### config.mk
export PLATFORM = sky130hd
export DESIGN_NAME = pipelined_barrel_shifter_flat
export DESIGN_NICKNAME = d
export VERILOG_FILES = /design/src/rtl/pipelined_barrel_shifter_pkg.sv /design/src/rtl/pipelined_barrel_shifter_if.sv /design/src/rtl/pipelined_barrel_shifter_stage.sv /design/src/rtl/pipelined_barrel_shifter.sv /design/src/flat_wrapper.sv
export SDC_FILE = /design/constraint.sdc
export NUM_CORES = 1
export LEC_CHECK = 0
export CAP_MARGIN = 20
export CORE_ASPECT_RATIO = 1.4
export CORE_MARGIN = 2
export CORE_UTILIZATION = 35
export CTS_CLUSTER_DIAMETER = 60
export DETAILED_ROUTE_END_ITERATION = 10
export PLACE_DENSITY = 0.5
export SKIP_LAST_GASP = 1
export SLEW_MARGIN = 40
export SYNTH_ARGS = -nofsm -noshare
export SYNTH_HDL_FRONTEND = slang
export SYNTH_SLANG_ARGS = --single-unit
### constraint.sdc
create_clock -name clock -period 1.9 [get_ports clock]
set_clock_uncertainty 0.1 [all_clocks]
set_input_delay 0.38 -clock clock [delete_from_list [all_inputs] [get_ports clock]]
set_output_delay 0.38 -clock clock [all_outputs]
set_load 0.05 [all_outputs]
### src/rtl/pipelined_barrel_shifter_pkg.sv
// Shared definitions for the pipelined barrel shifter: operation encodings
// and the reserved-mode decode used at pipeline entry.
package shifter_pkg;

  localparam int MODE_W = 3;

  typedef enum logic [MODE_W-1:0] {
    MODE_SLL = 3'b000,
    MODE_SRL = 3'b001,
    MODE_SRA = 3'b010,
    MODE_ROL = 3'b011,
    MODE_ROR = 3'b100
  } mode_e;

  function automatic logic is_reserved_mode(input logic [MODE_W-1:0] mode);
    return !(mode inside {MODE_SLL, MODE_SRL, MODE_SRA, MODE_ROL, MODE_ROR});
  endfunction

endpackage

### src/rtl/pipelined_barrel_shifter_if.sv
// Request/result bundle of the barrel shifter; the producer/consumer side
// uses the master modport, the shifter itself the slave modport.
interface pipelined_barrel_shifter_if #(
  parameter int WIDTH = 32,
  parameter int TAG_W = 5
);
  import shifter_pkg::*;

  localparam int SHAMT_W = $clog2(WIDTH);

  logic               in_valid;
  logic               in_ready;
  logic [WIDTH-1:0]   in_data;
  logic [SHAMT_W-1:0] in_shamt;
  logic [MODE_W-1:0]  in_mode;
  logic [TAG_W-1:0]   in_tag;
  logic               out_valid;
  logic               out_ready;
  logic [WIDTH-1:0]   out_data;
  logic [TAG_W-1:0]   out_tag;
  logic               out_err;

  modport master (
    output in_valid, in_data, in_shamt, in_mode, in_tag, out_ready,
    input  in_ready, out_valid, out_data, out_tag, out_err
  );

  modport slave (
    input  in_valid, in_data, in_shamt, in_mode, in_tag, out_ready,
    output in_ready, out_valid, out_data, out_tag, out_err
  );

endinterface

### src/rtl/pipelined_barrel_shifter_stage.sv
// One barrel-shifter level: conditionally shifts/rotates by DIST, then
// registers the result together with every field that travels with the op.
module shift_stage
  import shifter_pkg::*;
#(
  parameter int WIDTH   = 32,
  parameter int DIST    = 1,
  parameter int TAG_W   = 5,
  parameter int SHAMT_W = 5
) (
  input  logic               clock,
  input  logic               reset,
  input  logic               enable_i,
  input  logic               sel_i,
  input  logic               valid_i,
  input  logic [WIDTH-1:0]   data_i,
  input  logic [SHAMT_W-1:0] shamt_i,
  input  logic [MODE_W-1:0]  mode_i,
  input  logic               sign_i,
  input  logic [TAG_W-1:0]   tag_i,
  input  logic               err_i,
  output logic               valid_o,
  output logic [WIDTH-1:0]   data_o,
  output logic [SHAMT_W-1:0] shamt_o,
  output logic [MODE_W-1:0]  mode_o,
  output logic               sign_o,
  output logic [TAG_W-1:0]   tag_o,
  output logic               err_o
);

  logic [WIDTH-1:0]   data_d;
  logic               valid_q;
  logic [WIDTH-1:0]   data_q;
  logic [SHAMT_W-1:0] shamt_q;
  logic [MODE_W-1:0]  mode_q;
  logic               sign_q;
  logic [TAG_W-1:0]   tag_q;
  logic               err_q;

  // NOTE: data_d gets its default before the case so no latch is inferred.
  always_comb begin
    data_d = data_i;
    if (sel_i && !err_i) begin
      unique case (mode_i)
        MODE_SLL: data_d = data_i << DIST;
        MODE_SRL: data_d = data_i >> DIST;
        MODE_SRA: data_d = {{DIST{sign_i}}, data_i[WIDTH-1:DIST]};
        MODE_ROL: data_d = {data_i[WIDTH-1-DIST:0], data_i[WIDTH-1:WIDTH-DIST]};
        MODE_ROR: data_d = {data_i[DIST-1:0], data_i[WIDTH-1:DIST]};
        default:  data_d = data_i;
      endcase
    end
  end

  // NOTE: state uses non-blocking assignments; the synchronous reset clears
  // payload as well as valid so no stage ever carries undefined data.
  always_ff @(posedge clock) begin
    if (!reset) begin
      valid_q <= 1'b0;
      data_q  <= '0;
      shamt_q <= '0;
      mode_q  <= '0;
      sign_q  <= 1'b0;
      tag_q   <= '0;
      err_q   <= 1'b0;
    end else if (enable_i) begin
      valid_q <= valid_i;
      // Bubbles leave the payload untouched so idle inputs are never sampled.
      if (valid_i) begin
        data_q  <= data_d;
        shamt_q <= shamt_i;
        mode_q  <= mode_i;
        sign_q  <= sign_i;
        tag_q   <= tag_i;
        err_q   <= err_i;
      end
    end
  end

  assign valid_o = valid_q;
  assign data_o  = data_q;
  assign shamt_o = shamt_q;
  assign mode_o  = mode_q;
  assign sign_o  = sign_q;
  assign tag_o   = tag_q;
  assign err_o   = err_q;

endmodule

### src/rtl/pipelined_barrel_shifter.sv
// Fully pipelined multi-mode barrel shifter: log2(WIDTH) shift stages, largest
// distance first, with a valid/ready handshake and a global stall.
module pipelined_barrel_shifter
  import shifter_pkg::*;
#(
  parameter int WIDTH = 32,
  parameter int TAG_W = 5
) (
  input logic                       clock,
  input logic                       reset,
  pipelined_barrel_shifter_if.slave bus
);

  localparam int SHAMT_W = $clog2(WIDTH);

  // Index 0 is the incoming request, index k+1 the output of stage k.
  logic               valid_s [SHAMT_W+1];
  logic [WIDTH-1:0]   data_s  [SHAMT_W+1];
  logic [SHAMT_W-1:0] shamt_s [SHAMT_W+1];
  logic [MODE_W-1:0]  mode_s  [SHAMT_W+1];
  logic               sign_s  [SHAMT_W+1];
  logic [TAG_W-1:0]   tag_s   [SHAMT_W+1];
  logic               err_s   [SHAMT_W+1];
  logic               advance;
  logic               unused_tail;

  assign advance = !valid_s[SHAMT_W] || bus.out_ready;

  assign valid_s[0] = bus.in_valid;
  assign data_s[0]  = bus.in_data;
  assign shamt_s[0] = bus.in_shamt;
  assign mode_s[0]  = bus.in_mode;
  assign sign_s[0]  = bus.in_data[WIDTH-1];
  assign tag_s[0]   = bus.in_tag;
  assign err_s[0]   = is_reserved_mode(bus.in_mode);

  for (genvar k = 0; k < SHAMT_W; k++) begin : g_stage
    shift_stage #(
      .WIDTH  (WIDTH),
      .DIST   (1 << (SHAMT_W - 1 - k)),
      .TAG_W  (TAG_W),
      .SHAMT_W(SHAMT_W)
    ) u_stage (
      .clock   (clock),
      .reset   (reset),
      .enable_i(advance),
      .sel_i   (shamt_s[k][SHAMT_W-1-k]),
      .valid_i (valid_s[k]),
      .data_i  (data_s[k]),
      .shamt_i (shamt_s[k]),
      .mode_i  (mode_s[k]),
      .sign_i  (sign_s[k]),
      .tag_i   (tag_s[k]),
      .err_i   (err_s[k]),
      .valid_o (valid_s[k+1]),
      .data_o  (data_s[k+1]),
      .shamt_o (shamt_s[k+1]),
      .mode_o  (mode_s[k+1]),
      .sign_o  (sign_s[k+1]),
      .tag_o   (tag_s[k+1]),
      .err_o   (err_s[k+1])
    );
  end

  // The last stage's control fields have no consumer.
  assign unused_tail = ^{shamt_s[SHAMT_W], mode_s[SHAMT_W], sign_s[SHAMT_W]};

  assign bus.in_ready  = advance;
  assign bus.out_valid = valid_s[SHAMT_W];
  assign bus.out_data  = data_s[SHAMT_W];
  assign bus.out_tag   = tag_s[SHAMT_W];
  assign bus.out_err   = err_s[SHAMT_W];

endmodule

### src/flat_wrapper.sv
// flat-port wrapper written by rule: the top's interface ports become plain ports
module pipelined_barrel_shifter_flat import shifter_pkg::*;
#(
  parameter int WIDTH = 32,
  parameter int TAG_W = 5
)
  (clock, reset, bus_in_valid, bus_in_data, bus_in_shamt, bus_in_mode, bus_in_tag, bus_out_ready, bus_in_ready, bus_out_valid, bus_out_data, bus_out_tag, bus_out_err);
  pipelined_barrel_shifter_if #(.WIDTH(WIDTH), .TAG_W(TAG_W)) bus_i ();
  input logic clock;
  input logic reset;
  input wire logic [$bits(bus_i.in_valid)-1:0] bus_in_valid;
  input wire logic [$bits(bus_i.in_data)-1:0] bus_in_data;
  input wire logic [$bits(bus_i.in_shamt)-1:0] bus_in_shamt;
  input wire logic [$bits(bus_i.in_mode)-1:0] bus_in_mode;
  input wire logic [$bits(bus_i.in_tag)-1:0] bus_in_tag;
  input wire logic [$bits(bus_i.out_ready)-1:0] bus_out_ready;
  output wire logic [$bits(bus_i.in_ready)-1:0] bus_in_ready;
  output wire logic [$bits(bus_i.out_valid)-1:0] bus_out_valid;
  output wire logic [$bits(bus_i.out_data)-1:0] bus_out_data;
  output wire logic [$bits(bus_i.out_tag)-1:0] bus_out_tag;
  output wire logic [$bits(bus_i.out_err)-1:0] bus_out_err;
  assign bus_i.in_valid = bus_in_valid;
  assign bus_i.in_data = bus_in_data;
  assign bus_i.in_shamt = bus_in_shamt;
  assign bus_i.in_mode = bus_in_mode;
  assign bus_i.in_tag = bus_in_tag;
  assign bus_i.out_ready = bus_out_ready;
  assign bus_in_ready = bus_i.in_ready;
  assign bus_out_valid = bus_i.out_valid;
  assign bus_out_data = bus_i.out_data;
  assign bus_out_tag = bus_i.out_tag;
  assign bus_out_err = bus_i.out_err;
  pipelined_barrel_shifter #(.WIDTH(WIDTH), .TAG_W(TAG_W)) u_core (.clock(clock), .reset(reset), .bus(bus_i));
endmodule
==> run metrics <==
H-tree depth=1; Slew Limit Headroom=0.637; clk slew on worst S/H paths=~0.060 ns; Simple-Gate Fraction of Synth Area=0.193; Worst Path Max Fanout=3; GR Util met2=0.376; CP Capture Type=output pin; area grow syn2layout=20.1%; Final TNS setup=0 ns; Yosys top cell area share=0.342; # DRC=0; CTS Buf Count=26; drt initial violations=roughly 900; core area=roughly 37,000 sq um; fin crit share=0.977; launching point of the worst reg2reg path=u_core.g_stage[1].u_stage.mode_o[1]$_SDFFE_PN0P_; crit-path max cell delay=approximately 0.34 ns; CP Depth=4; drt total wl=41,500 um; CP cell instances=nor2b_4 > inv_4 > buf_8 > buf_12; CP Buf/Inv Count=3; die width=166 um; Post-Synth Adder-Cell Area=0; depth of the most critical reg-to-reg path=4; gpl congestion=around 0.84; most used routing layer=met2; CP Launch Type=register; EDFF count, synth=0; initial antenna violation count=0; Least-Margin Pin Slew=between 0.5 and 0.6 ns; Setup Crit Path Kind=reg -> out; max-cap violations=0; Nets=1,672; Net Count, Synth=roughly 1,700; starting density of the core=0.354; Hold Crit Start=reset; peak supply drop=0.597 mV; final worst slack=approximately 0.044 ns; Compound-Gate Fraction of Synth Area=0.309; I/O Buffers=88; met3 GRT Util=0.0196; main combinational cell family by area after synthesis=compound AO/OA/AOI/OAI gates; most frequent cells after synthesis=dfxtp_1 (221), nand2_1 (192), a21oi_1 (121), clkbuf_1 (98), nor2_1 (89); Synth Register Bits=221; Primary FF master, synth=dfxtp_1; CTS root buffer=clkbuf_16; number of core rows=83; layout cell share with drive strength beyond 1=0.157; Routed wire per std cell=a little under 20 um; Final min period=between 1.5 and 2 ns; first-pass GRT wire length=about 67,000 um; Final Hold Viols=0; final number of max-transition violations=0; Crit-path slowest cell=dfxtp_4; fillers=3,794; Bufs on Longest Clock Path=3; clk sinks=about 220; largest net degree at the start of global routing=56; Min-Delay Path Depth=3; count of different cell masters after synthesis=60; syn_area_per_cell=between 8 and 9 sq um; CP delay by family, top=flip-flops; vias per cell=about 5.9; die area=~39,000 sq um; post-route ant nets=0; Achievable Freq=0.539 GHz; post-synthesis sequential area ratio=0.342; Async SR Flop Fraction=0; Leak=around 0.0053 uW; cts hold-fix bufs=0; Pwr Density=~740 nW/um^2; Die H=roughly 230 um; global-route met1 utilization=0.250; DP Wirelength=a little under 30,000 um; final core utilization=0.425; Synth area leader=dfxtp_1; vias in the first global route=11,900; status=completed; top area cells in the synthesized netlist=dfxtp_1 (34%), nand2_1 (5.6%), a21oi_1 (4.7%), mux2i_1 (3.6%), mux2_2 (3.0%); data required time at the worst endpoint=between 1 and 1.5 ns; mapped cell area=12,900 sq um; most common cell in the netlist=dfxtp_1; Reg2Reg Setup Slack=about 0.070 ns; Worst Hold End=u_core.g_stage[0].u_stage.shamt_o[3]$_SDFFE_PN0P_; DR pass1 iterations=5; mux contribution to synthesized area=0.0668; Clock Latency Late Sink=~0.54 ns; I/O pin total=between 80 and 90; warnings from Yosys=0; Worst Hold Class=in -> reg; CTS tree=done; Total Routing Usage GR=0.208; Post-Synthesis Cells=around 1,600; Post-Synth XOR/XNOR Area=0.00696; critical path arrival=about 1.4 ns; RSZ-0062 raised after global routing=yes; Worst Setup Slack post-DPL=-0.367 ns; setup violators final=0; # diodes=0; Worst R2R End=u_core.g_stage[2].u_stage.data_o[1]$_SDFFE_PN0P_; total grt overflow=0; vias=around 12,000
-- worst max path at each step --
stage | startpoint | endpoint | slack, ns
after global routing | u_core.g_stage[4].u_stage.valid_o$_SDFFE_PN0N_ | bus_in_ready | -0.004
after detailed placement | bus_out_ready | u_core.g_stage[1].u_stage.data_o[2]$_SDFFE_PN0P_ | -0.37
final | u_core.g_stage[4].u_stage.valid_o$_SDFFE_PN0N_ | bus_in_ready | 0.04
after CTS | u_core.g_stage[4].u_stage.valid_o$_SDFFE_PN0N_ | bus_in_ready | -0.10
after floorplan | u_core.g_stage[4].u_stage.valid_o$_SDFFE_PN0N_ | u_core.g_stage[4].u_stage.data_o[0]$_SDFFE_PN0P_ | 0.02
after global placement | bus_out_ready | u_core.g_stage[1].u_stage.data_o[2]$_SDFFE_PN0P_ | -0.36
-- cells in the final DEF (no fill, tap or decap), drive strengths merged, types with 37 or more instances in the layout --
cell type / instances
nand2: 193
mux2i: 47
nor2: 89
clkbuf: 37
o21ai: 66
a21oi: 123
nor3: 59
a211oi: 46
dfxtp: 221
buf: 158
clkdlybuf4s50: 47
-- final cells by class --
class / count / area (sq um) / area share
Inverter: 5 / 23.8 / 0.00153
Multi-Input combinational cell: 1163 / 7480 / 0.481
Clock buffer: 37 / 783 / 0.0504
Sequential cell: 221 / 4430 / 0.285
Clock inverter: 10 / 131 / 0.00846
Timing Repair Buffer: 206 / 2110 / 0.136
Tap cell: 467 / 584 / 0.0376
-- cells by family after synthesis --
family	after synthesis
buffers and inverters	217
multiplexers	82
XOR/XNOR	6
flip-flops	221
AND/OR/NAND/NOR	520
AO/OA/AOI/OAI	555
-- worst register-to-register path, cell delays in order (launching register included) --
cell and delay [ns]:
dfxtp_1 0.66, mux2_2 0.42, a22o_1 0.20, a31oi_1 0.20, o221ai_1 0.13
-- registers in the layout, indices dropped and copies added, names as in the netlist --
register,flops
u_core.g_stage.u_stage.shamt_o,10
u_core.g_stage.u_stage.err_o,5
u_core.g_stage.u_stage.mode_o,12
u_core.g_stage.u_stage.sign_o,4
u_core.g_stage.u_stage.data_o,160
u_core.g_stage.u_stage.valid_o,5
u_core.g_stage.u_stage.tag_o,25
-- power breakdown --
part	switching [uW]	total [uW]	leakage [uW]	internal, uW
Sequential	201	4970	0.00180	4770
Combinational	732	1300	0.00300	566
Clock	2020	5280	0.000453	3260
Total	2950	11500	0.00525	8600
-- metrics by stage --
step	total power [uW]	hold slack [ns]	std cells	cell area, sq um
6_report	11500	0.220	2109	15500
5_1_grt	12000	0.219	2109	15500
4_1_cts	11700	0.208	2110	15500
3_5_place_dp	6360	0.346	2059	14600
3_3_place_gp	6350	0.345	2059	14600
2_1_floorplan	5780	0.332	1601	12900
-- routing by layer --
| layer | vias to the layer above | share of wire |
|---|---|---|
| met1 | 5978 | 0.42 |
| li1 | 6074 | - |
| met2 | 325 | 0.51 |
| met3 | 80 | 0.035 |
| met5 | - | 0 |
| met4 | 0 | 0.036 |
-- what timing repair did --
item	in CTS	in global routing
buffers inserted	3	0
gates cloned	1	0
gates resized for setup	4	5
hold endpoints to repair	0	0
setup endpoints to repair	1	7
Note: power is estimated with default switching activity, not from simulation.
